[src/rtl/fetch_unit.sv]
// Instruction fetch stage: PC, single-outstanding imem requests, 2-entry instruction queue.
// Optional FETCH_ALIGN_CHECK_EN: misaligned redirect targets latch misalign_err and halt fetch.
module fetch_unit #(
   parameter logic [31:0] RESET_PC = 32'h0000_0000
) (
   input  logic        clk,
   input  logic        rst,
   output logic        imem_req,
   output logic [31:0] imem_addr,
   input  logic [31:0] imem_rdata,
   input  logic        imem_rvalid,
   output logic [31:0] instr,
   output logic [31:0] instr_pc,
   output logic        instr_valid,
   input  logic        instr_ready,
   input  logic        redirect,
   input  logic [31:0] redirect_pc,
   output logic        misalign_err
);

   localparam logic [1:0] IDLE    = 2'd0;
   localparam logic [1:0] WAIT    = 2'd1;
   localparam logic [1:0] DISCARD = 2'd2;

   logic [1:0]  state;
   logic [31:0] pc;
   logic [31:0] req_pc;
   logic [1:0]  count;
   logic [31:0] head_pc, head_word, tail_pc, tail_word;
   logic [31:0] target;
   logic        halted;
   logic        push;
   logic        pop;

`ifdef FETCH_ALIGN_CHECK_EN
   assign target = redirect_pc;

   // Once a misaligned target is seen, fetch stays stopped until reset.
   always_ff @(posedge clk or posedge rst) begin
      if (rst)
         halted <= 1'b0;
      else if (redirect && (redirect_pc[1:0] != 2'b00))
         halted <= 1'b1;
   end

   assign misalign_err = halted;
`else
   assign target       = redirect_pc & 32'hFFFF_FFFC;
   assign halted       = 1'b0;
   assign misalign_err = 1'b0;
`endif

   // Issue depends on count (a register), never directly on instr_ready.
   assign imem_req    = !rst && (state == IDLE) && (count != 2'd2) && !halted && !redirect;
   assign imem_addr   = pc;
   assign instr_valid = (count != 2'd0);
   assign instr       = head_word;
   assign instr_pc    = head_pc;

   assign push = (state == WAIT) && imem_rvalid && !redirect;
   assign pop  = instr_valid && instr_ready && !redirect;

   always_ff @(posedge clk or posedge rst) begin
      if (rst) begin
         state  <= IDLE;
         pc     <= RESET_PC;
         req_pc <= 32'd0;
         count  <= 2'd0;
      end else if (redirect) begin
         pc    <= target;
         count <= 2'd0;
         if ((state != IDLE) && imem_rvalid)
            state <= IDLE;
         else if (state == WAIT)
            state <= DISCARD;
      end else begin
         if (imem_req) begin
            req_pc <= pc;
            pc     <= pc + 32'd4;
            state  <= WAIT;
         end else if ((state != IDLE) && imem_rvalid) begin
            state <= IDLE;
         end
         case ({push, pop})
            2'b10:   count <= count + 2'd1;
            2'b01:   count <= count - 2'd1;
            default: count <= count;
         endcase
      end
   end

   // Head always holds the oldest entry; the tail shifts forward on a pop.
   always_ff @(posedge clk or posedge rst) begin
      if (rst) begin
         head_pc   <= 32'd0;
         head_word <= 32'd0;
         tail_pc   <= 32'd0;
         tail_word <= 32'd0;
      end else begin
         if (push && ((count == 2'd0) || ((count == 2'd1) && pop))) begin
            head_pc   <= req_pc;
            head_word <= imem_rdata;
         end else if (pop) begin
            head_pc   <= tail_pc;
            head_word <= tail_word;
         end
         if (push && (((count == 2'd1) && !pop) || ((count == 2'd2) && pop))) begin
            tail_pc   <= req_pc;
            tail_word <= imem_rdata;
         end
      end
   end

endmodule

[config.mk]
export PLATFORM = sky130hd
export DESIGN_NAME = fetch_unit
export DESIGN_NICKNAME = d
export VERILOG_FILES = /design/src/rtl/fetch_unit.sv
export SDC_FILE = /design/constraint.sdc
export NUM_CORES = 1
export LEC_CHECK = 0
export CAP_MARGIN = 20
export CORE_ASPECT_RATIO = 1.25
export CORE_MARGIN = 2
export CORE_UTILIZATION = 56
export DETAILED_ROUTE_END_ITERATION = 7
export GPL_ROUTABILITY_DRIVEN = 1
export PLACE_DENSITY = 0.84
export SLEW_MARGIN = 20
export SYNTH_ARGS = -nofsm -noshare
export SYNTH_HDL_FRONTEND = slang
export SYNTH_SLANG_ARGS = --single-unit
export TNS_END_PERCENT = 100
[constraint.sdc]
create_clock -name clk -period 11.8 [get_ports clk]
set_clock_uncertainty 0.1 [all_clocks]
set_input_delay 1.18 -clock clk [delete_from_list [all_inputs] [get_ports clk]]
set_output_delay 1.18 -clock clk [all_outputs]
set_load 0.01 [all_outputs]
== Word level (Yosys, flattened, before mapping) ==
Index checks and enable logic that the tools add are counted.
Operators by class
  add/sub/neg operators: 3
  equal/unequal tests: 7
  mux-type cells: 13
  bitwise operators: 1
  reduce and logical (&&, ||, !) cells: 28
Operators by type and width (count)
  $mux 32: 6
  $add 32x3->32 const B: 1
  $logic_and 1x1->1: 13
  $mux 2: 6
  $reduce_bool 2->1: 4
  $eq 2x1->1 const B: 3
  $reduce_bool 3->1: 2
  $eq 2x2->1 const B: 2
  $logic_not 2->1: 2
  $pmux 2 s2: 1
  $reduce_and 2->1: 2
  $logic_not 1->1: 3
  $ne 3x1->1 const B: 1
  $add 2x1->2 const B: 1
  $logic_or 1x1->1: 2
  $ne 2x2->1 const B: 1
  $sub 2x1->2 const B: 1
  $not 1->1: 1
Storage, ports and cells
  bits in registers: 196
  input bits: 69
  output and inout port bits: 99
  word-level logic and storage cells: 60

== Longest topological paths before layout ==
Gate-level depths: netlist of run 1.
  depth after elaboration: 7
  depth in mapped cells: 9
  gate-level depth less buffers: 6

== Least setup slack after synthesis of run 1 ==
OpenSTA, ideal clock, no wires.
  path type: input -> output
  from: input rst
  to: output imem_req
  arrival: 2292 ps
  required time: 10520 ps
  setup slack: 8228 ps
  cell stages on the path: 4
  path buffers: 2
  path through: or4_1 buf_2 nor2_1 clkbuf_1
On the way
  longest elaborated chain between the ends: 4
Ends and longest elaborated chain
  start: declaration: line 7  | input logic rst,
  $logic_not 1->1 (no source line)
  $logic_and 1x1->1 (3 in series): line 54  | assign imem_req = !rst && (state == IDLE) && (count != 2'd2) && !halted && !redirect;
  end: declaration: line 8  | output logic imem_req,
No other way between the ends.

== Worst setup path in the final report of run 1 ==
Same ends and word-level chain as after synthesis.

==> impl_metrics.py, run 1 <==
metrics = {
    "power": {
        "p_per_area_nw_per_um2": 217.4,
        "net-switching-power_mw": 0.6877,
        "power.share.sequential": 0.436,
        "ir_worst_vdd_uv": 96.26,
        "pwr-share-clk": 0.266,
        "p_int_mw": 1.649,
        "pwr-share-comb": 0.297,
        "p_leak_nw": 4.392,
        "finalPower_mw": 2.337,
        "netSwitchingFraction": 0.2943,
    },
    "cts": {
        "clk_path_buf_depth": 2,
        "postCtsSetupBuffers": 0,
        "cts_resized": 0,
        "cts_buffers": 17,
        "cts.sinks": 188,
        "clk_pin_slew_worst_paths_ns": 0.06,
        "cts-root-buf": "clkbuf_16",
        "cts_tree": "done",
        "hold_buffers": 0,
        "h-tree-depth": 4,
        "clk_latency_ns": 0.43,
    },
    "synthesis": {
        "yosysMostFrequentCell": "dfrtp_1",
        "ys_warn_count": 0,
        "synth_top_flop_cell": "dfrtp_1",
        "synthCells": 720,
        "synth_commonest_cells": "188 x dfrtp_1, 93 x mux2_2, 87 x nand2_1",
        "synth_seq_cells": 188,
        "synth_edf_count": 0,
        "avgSynthCellArea_um2": 11.62,
        "synth.distinct_cells": 38,
        "yosysTopAreaCell": "dfrtp_1",
        "async_reset_ff_frac": 1.000,
        "syn_area_um2": 8369,
        "synth_top_area_frac": 0.5621,
        "synthTopCellsByArea": "dfrtp_1 56%, mux2_2 13%, mux2i_1 7.8%, o21ai_0 4.4%, nand2_1 3.9%",
        "synth.yosys.seq_area_share": 0.5621,
    },
    "routing": {
        "viasPerCell": 5.898,
        "wl_per_cell_um": 19.10,
        "drc": 0,
        "drt.antenna.violating_nets": 0,
        "drt_iter0_drc": 425,
        "via_count": 6199,
        "dr.pass1.iters": 5,
        "wl_um": 20070,
    },
    "floorplanning": {
        "die_h_um": 140.7,
        "core_area_um2": 14530,
        "io-pin-count": 168,
        "start_util": 0.5760,
        "die_w_um": 113.3,
        "die_area_um2": 15950,
        "rows": 49,
    },
    "critical_path": {
        "start_kind": "input port",
        "cp.required_ns": 10.52,
        "worst-path-max-fanout": 31,
        "cp-end-kind": "output port",
        "critical_path_arrival_ns": 3.56,
        "criticalPathCategory": "in2out",
    },
    "finish": {
        "fin_cells": 1051,
        "antennaDiodeCount": 0,
        "stdcell_area_um2": 10750,
        "nets": 934,
        "syn_to_final_growth_pct": 28.44,
        "drive_gt1_frac": 0.1627,
    },
    "sta": {
        "period_share": 0.4101,
        "fmax_mhz": 206.7,
        "drv_slew": 0,
        "setup_ws_ns": 6.961,
        "setup_viol": 0,
        "setup_tns_ns": 0,
        "finalCriticalPeriod_ns": 4.839,
        "rsz0062_at_grt": "false",
        "final-hold-violation-count": 0,
        "worst_slew_pin_slew_ns": 1.008,
        "relSlewSlack": 0.3236,
    },
    "grt": {
        "grt_pass1_wl_um": 32350,
        "grt_pass1_vias": 6411,
        "grt_max_degree": 128,
        "antenna_found_initial": 0,
        "overflow": 0,
        "grt_usage": 0.2579,
    },
    "placement": {
        "hpwlAfterDp_um": 13420,
        "pre_cts_ws_ns": 7.012,
        "placed_area_um2": 10070,
        "gp_congestion": 0.9333,
        "numPortBuffers": 160,
        "dpl.cell_count": 1019,
    },
    "outcome": {
        "status": "complete, no violations",
    },
    "worst_hold_path": {
        "hp-class": "reg2reg",
    },
    "job": {
        "maxCapViolCount": 0,
    },
}
cell families (layout without fill, tap and decap cells):
kind of cell    Yosys count  after routing  share of synthesized area
buf+inv                  59            208                    0.03020
other cells               1              5                  0.0004481
xor+xnor                 12             12                    0.01256
fa+ha+maj                 4              4                   0.005980
mux                     158            158                     0.2029
simple gates            184            184                     0.1082
flops                   188            188                     0.5621
compound gates          114            114                    0.07759
power by group through the flow:
| stage | sequential (mW) | combinational (mW) | clock (mW) |
|---|---|---|---|
| after floorplan | 1.03 | 0.327 | 0 |
| after global placement | 1.00 | 0.663 | 0 |
| after detailed placement | 1.03 | 0.698 | 0 |
| after CTS | 1.02 | 0.701 | 0.630 |
| after global routing | 1.04 | 0.754 | 0.659 |
| final | 1.02 | 0.695 | 0.622 |
critical path: stages:
cell,delay [ns]
clkdlybuf4s50_1,0.57
or4_1,0.62
nor2_2,0.14
buf_4,0.41
clkdlybuf4s50_1,0.63
cells in the final DEF, fill, tap and decap left out, types with 16 or more instances in the layout:
master / instances
nor2_1: 21
a31oi_1: 17
mux2i_1: 65
clkdlybuf4s50_1: 160
mux2_2: 93
dfrtp_1: 188
nand4_1: 16
clkbuf_16: 17
nand2_1: 87
or4_1: 16
o21ai_0: 74
state kept, by name (all words and copies together) (netlist names):
register	count
tail_pc	30
instr_pc	30
instr	32
state	2
imem_addr	30
req_pc	30
tail_word	32
count	2
final cells by class:
cell class                      count  area (um2)
Clock buffer                       20       456.7
Sequential cell                   188        4705
Clock inverter                     11       190.2
Inverter                            8       37.54
Tap cell                          178       222.7
Multi-Input combinational cell    477        3448
Timing Repair Buffer              169        1689
Fill cell                         988        3781
worst paths after layout:
check                      startpoint            end  slack [ns]  cells after the start
min                        req_pc[30]   instr_pc[30]        0.40                      2
min in group asynchronous         rst   imem_addr[7]        1.36                      2
min reg2reg                req_pc[30]   instr_pc[30]        0.40                      2
max reg2reg                  count[0]  imem_addr[25]        8.81                      6
max                               rst       imem_req        6.96                      5
max in group asynchronous         rst      instr[15]        8.94                      3
stage by stage:
| step | hold slack [ns] | util |
|---|---|---|
| 4_1_cts | 0.4022 | 0.7377 |
| 2_1_floorplan | 0.3621 | - |
| 3_3_place_gp | 0.3687 | 0.6932 |
| 5_1_grt | 0.4227 | 0.7398 |
| 6_report | 0.4038 | 0.7398 |
| 3_5_place_dp | 0.3887 | 0.6932 |
layer usage:
metal | vias to the layer above | routed length, um | global-route usage
met3 | 42 | 1024 | 0.04987
met1 | 3067 | 8150 | 0.3217
met4 | 0 | 628 | 0.1136
met2 | 228 | 10270 | 0.4381
met5 | - | 0 | 0
li1 | 2862 | - | -
Power figures use the tool's default switching activity.
==> inputs of run 2 (changes only) <==
Settings changed: CORE_UTILIZATION 56 to 52, PLACE_DENSITY 0.84 to 0.79.
Clock period 11.8 ns to 4.7 ns, I/O delays scaled along.
==> impl_metrics.py, run 2 (same netlist as run 1, synthesis figures left out) <==
metrics = {
    "critical_path": {
        "crit_path_max_incr_delay_ns": 0.64,
        "critical_path_arrival_ns": 2.59,
        "r2r_setup_slack_ns": 1.71,
        "worst-path-max-fanout": 7,
        "r2r-start": "count[0]",
        "start_kind": "register",
        "cp_top_family": "simple AND/OR/NAND/NOR gates",
        "criticalPathCategory": "reg2out",
        "cp-end-kind": "output port",
        "startpoint": "count[0]",
        "crit_chain": "inv_1, ha_1, or4_1, nor2_2, clkdlybuf4s50_1",
        "cp.buffers_inverters": 2,
        "slowest_stage": "or4_1",
        "cp.required_ns": 4.13,
    },
    "sta": {
        "rsz0062_at_grt": "false",
        "worst_slew_pin_slew_ns": 0.7277,
        "setup_viol": 0,
        "finalCriticalPeriod_ns": 3.159,
        "period_share": 0.6721,
        "final-hold-violation-count": 0,
        "setup_tns_ns": 0,
        "fmax_mhz": 316.6,
        "setup_ws_ns": 1.541,
        "relSlewSlack": 0.5104,
        "drv_slew": 0,
    },
    "placement": {
        "pre_cts_ws_ns": 1.522,
        "gp_congestion": 0.9177,
        "hpwlAfterDp_um": 13330,
        "numPortBuffers": 160,
    },
    "grt": {
        "grt_pass1_vias": 6310,
        "grt_pass1_wl_um": 32730,
        "grt_max_degree": 133,
        "grt_usage": 0.2369,
        "overflow": 0,
        "antenna_found_initial": 0,
    },
    "routing": {
        "drt_iter0_drc": 555,
        "viasPerCell": 5.789,
        "wl_per_cell_um": 18.50,
        "wl_um": 20130,
        "dr.pass1.iters": 5,
        "drt.antenna.violating_nets": 0,
        "via_count": 6298,
        "drc": 0,
    },
    "floorplanning": {
        "die_w_um": 117.5,
        "start_util": 0.5332,
        "core_area_um2": 15700,
        "die_h_um": 145.8,
        "rows": 51,
        "die_area_um2": 17130,
        "io-pin-count": 168,
    },
    "cts": {
        "clk_latency_ns": 0.43,
        "h-tree-depth": 4,
        "cts_buffers": 17,
        "postCtsSetupBuffers": 0,
        "clk_pin_slew_worst_paths_ns": 0.07,
        "cts.sinks": 188,
        "cts-root-buf": "clkbuf_16",
        "clk_path_buf_depth": 2,
        "cts_tree": "done",
        "cts_resized": 0,
        "hold_buffers": 0,
    },
    "power": {
        "p_leak_nw": 4.390,
        "ir_worst_vdd_uv": 257.6,
        "finalPower_mw": 5.809,
        "p_per_area_nw_per_um2": 538.0,
    },
    "finish": {
        "most-common-layout-cells": "188 x dfrtp_1, 160 x clkdlybuf4s50_1, 93 x mux2_2, 87 x nand2_1, 74 x o21ai_0",
        "syn_to_final_growth_pct": 29.00,
        "antennaDiodeCount": 0,
        "n_fill_cell": 1219,
        "nets": 936,
        "mostFrequentLayoutCell": "dfrtp_1",
        "drive_gt1_frac": 0.1667,
    },
    "job": {
        "maxCapViolCount": 0,
    },
    "outcome": {
        "status": "complete, no violations",
    },
    "worst_hold_path": {
        "hp-start": "req_pc[23]",
        "hp-class": "reg2reg",
    },
}
==> run 2: report_power, final <==
group | switching, mW | leakage [nW] | internal [mW] | total (mW)
Combinational | 0.734 | 1.70 | 1.00 | 1.74
Clock | 0.659 | 0.303 | 0.860 | 1.52
Sequential | 0.383 | 2.39 | 2.17 | 2.55
==> run 2: worst register-to-register path, delay by kind of cell (launching register included) <==
family | cells | cell delay (ns)
simple gates | 3 | 1.88
flops | 1 | 0.40
fa+ha+maj | 1 | 0.26
compound gates | 1 | 0.19
buf+inv | 1 | 0.08
==> run 2: cell type report <==
cell class              instances  area, um2  share of cell area
flip-flops and latches        188       4705              0.4357
multi-input cells             477       3448              0.3194
repair buffers                171       1717              0.1590
clock buffers                  17      425.4             0.03940
well taps                     212      265.3             0.02457
clock inverters                15      202.7             0.01877
inverters                       8      33.78            0.003129
==> run 2: path summary, 6_finish.rpt <==
kind,endpoint,depth (start not counted)
setup / recovery,imem_req,5
hold / removal,instr_pc[23],2
setup reg to reg,imem_addr[29],6
hold reg to reg,instr_pc[23],2
max in group asynchronous,instr_pc[9],3
min in group asynchronous,req_pc[12],3
==> run 2: layer usage <==
| metal | vias to the layer above | GRT usage | wire (um) |
|---|---|---|---|
| met5 | - | 0 | 0 |
| met2 | 239 | 0.4050 | 10250 |
| met1 | 3134 | 0.3032 | 8362 |
| li1 | 2880 | - | - |
| met4 | 0 | 0.08434 | 463 |
| met3 | 45 | 0.04428 | 1048 |
==> run 2: through the flow <==
stage | cells | area [um2] | hold WS (ns) | util
2_1_floorplan | 724 | 8388 | 0.3621 | -
3_3_place_gp | 1055 | 10140 | 0.3715 | 0.6460
3_5_place_dp | 1055 | 10140 | 0.3910 | 0.6460
4_1_cts | 1087 | 10770 | 0.4069 | 0.6860
5_1_grt | 1088 | 10800 | 0.4186 | 0.6878
6_report | 1088 | 10800 | 0.4025 | 0.6878
==> inputs of run 3 (changes only) <==
Settings changed: CORE_UTILIZATION 52 to 47, PLACE_DENSITY 0.79 to 0.75.
Clock period 4.7 ns to 2.5 ns, I/O delays scaled along.
==> impl_metrics.py, run 3 (same netlist as run 1, synthesis figures left out) <==
metrics = {
    "routing": {
        "via_count": 6161,
        "wl_per_cell_um": 17.25,
        "wl_um": 19440,
        "drt.antenna.violating_nets": 0,
        "drt_iter0_drc": 370,
        "dr.pass1.iters": 4,
        "drc": 0,
        "viasPerCell": 5.467,
    },
    "placement": {
        "numPortBuffers": 160,
        "gp_congestion": 0.8830,
        "hpwlAfterDp_um": 13010,
        "pre_cts_ws_ns": -0.1267,
        "dpl.cell_count": 1091,
        "placed_area_um2": 10410,
    },
    "floorplanning": {
        "io-pin-count": 168,
        "rows": 54,
        "die_h_um": 153.2,
        "die_w_um": 123.4,
        "start_util": 0.4801,
        "core_area_um2": 17430,
        "die_area_um2": 18900,
    },
    "outcome": {
        "status": "complete, no violations",
    },
    "critical_path": {
        "worstRegToRegCells": 5,
        "start_kind": "register",
        "worst-path-max-fanout": 8,
        "path_common_cell": "or4_4",
        "r2r-start": "count[1]",
        "cp-end-kind": "register",
        "criticalPathCategory": "reg2reg",
        "crit_path_max_incr_delay_ns": 0.53,
        "crit_chain": "ha_4, or4_4, or4_4, or4_1, a31oi_1",
        "critical_path_arrival_ns": 2.67,
        "cp.buffers_inverters": 0,
        "cp_top_family": "simple AND/OR/NAND/NOR gates",
        "slowest_stage": "or4_1",
        "path_depth": 5,
        "cp.required_ns": 2.74,
        "startpoint": "count[1]",
    },
    "cts": {
        "clk_path_buf_depth": 2,
        "hold_buffers": 0,
        "cts_buffers": 17,
        "h-tree-depth": 4,
        "cts_tree": "done",
        "clk_pin_slew_worst_paths_ns": 0.07,
        "cts-root-buf": "clkbuf_16",
        "cts.sinks": 188,
        "clk_latency_ns": 0.42,
    },
    "grt": {
        "grt_pass1_wl_um": 32020,
        "grt_max_degree": 123,
        "overflow": 0,
        "grt_pass1_vias": 6200,
        "grt_usage": 0.2132,
        "antenna_found_initial": 0,
    },
    "power": {
        "ir_worst_vdd_uv": 492.2,
        "p_leak_nw": 4.535,
        "p_per_area_nw_per_um2": 983.5,
        "finalPower_mw": 10.91,
    },
    "finish": {
        "drive_gt1_frac": 0.1960,
        "nets": 963,
        "stdcell_area_um2": 11090,
        "fin_cells": 1127,
        "most-common-layout-cells": "188 x dfrtp_1, 159 x clkdlybuf4s50_1, 93 x mux2_2, 87 x nand2_1, 74 x o21ai_0",
        "final_core_util": 0.6362,
        "syn_to_final_growth_pct": 32.50,
        "mostFrequentLayoutCell": "dfrtp_1",
        "antennaDiodeCount": 0,
    },
    "job": {
        "maxCapViolCount": 0,
    },
    "worst_hold_path": {
        "hp-class": "in2reg",
        "hp-start": "redirect_pc[2]",
        "holdPathStages": 3,
    },
    "sta": {
        "setup_ws_ns": 0.06667,
        "worst_slew_pin_slew_ns": 0.6640,
        "drv_slew": 0,
        "relSlewSlack": 0.5532,
        "fmax_mhz": 411.0,
        "final-hold-violation-count": 0,
        "finalCriticalPeriod_ns": 2.433,
        "period_share": 0.9733,
        "setup_viol": 0,
    },
}
-- run 3: cell types whose count changed in the layout (fill, tap and decap cells not counted), moves of 2 or more --
| cell | delta |
|---|---|
| buf_12 | +5 |
| clkbuf_1 | +2 |
| or4_4 | +2 |
| buf_6 | +2 |
| clkinv_2 | +2 |
| buf_4 | +20 |
| or4_1 | -2 |
| inv_8 | -4 |
-- run 3: what timing repair did --
action                                 in CTS  in global routing
endpoints found under the hold margin       0                  0
setup endpoints to repair                   1                 11
resized for setup                           3                 10
cloned                                      0                  1
pin swaps                                   0                  0
buffers inserted                            0                  3
-- run 3: metal layers --
metal,vias up,routed length [um],global-route usage
li1,2921,-,-
met1,3012,8385,0.2916
met2,198,9635,0.3396
met3,30,1007,0.04142
met4,0,415,0.07197
met5,-,0,0
-- run 3: worst paths after layout --
check	endpoint	slack [ns]
worst max register to register	imem_addr[25]	0.07
worst min-delay path	imem_addr[2]	0.29
worst min register to register	instr_pc[11]	0.40
min in group asynchronous	imem_addr[17]	0.36
max in group asynchronous	instr[1]	1.41
worst max-delay path	imem_addr[25]	0.07
-- run 3: metrics by stage --
stage                     hold slack, ns   TNS (ns)
after floorplan                   0.2164     -50.85
after global placement            0.3820    -0.3328
after detailed placement          0.3878    -0.4763
after CTS                         0.2749          0
after global routing              0.2978  -0.004892
final                             0.2883          0
-- run 3: layout make-up --
type	count	area, um2
timing repair buffer	197	1963
inverter	8	33.78
fill	1368	6342
clock buffer	20	446.7
multi-input combinational	478	3501
sequential	188	4705
clock inverter	12	160.2
tap	224	280.3
-- run 3: worst min-delay path: cells and delay by family --
kind                   cells  cell delay (ns)
AOI/OAI and AO/OA          1             0.07
and+or+nand+nor            1             0.06
buffers and inverters      1             0.39
-- run 3: report_power, final --
group	total (mW)	switching [mW]	internal (mW)
clock	2.76	1.14	1.61
combinational	3.39	1.41	1.99
sequential	4.76	0.673	4.08
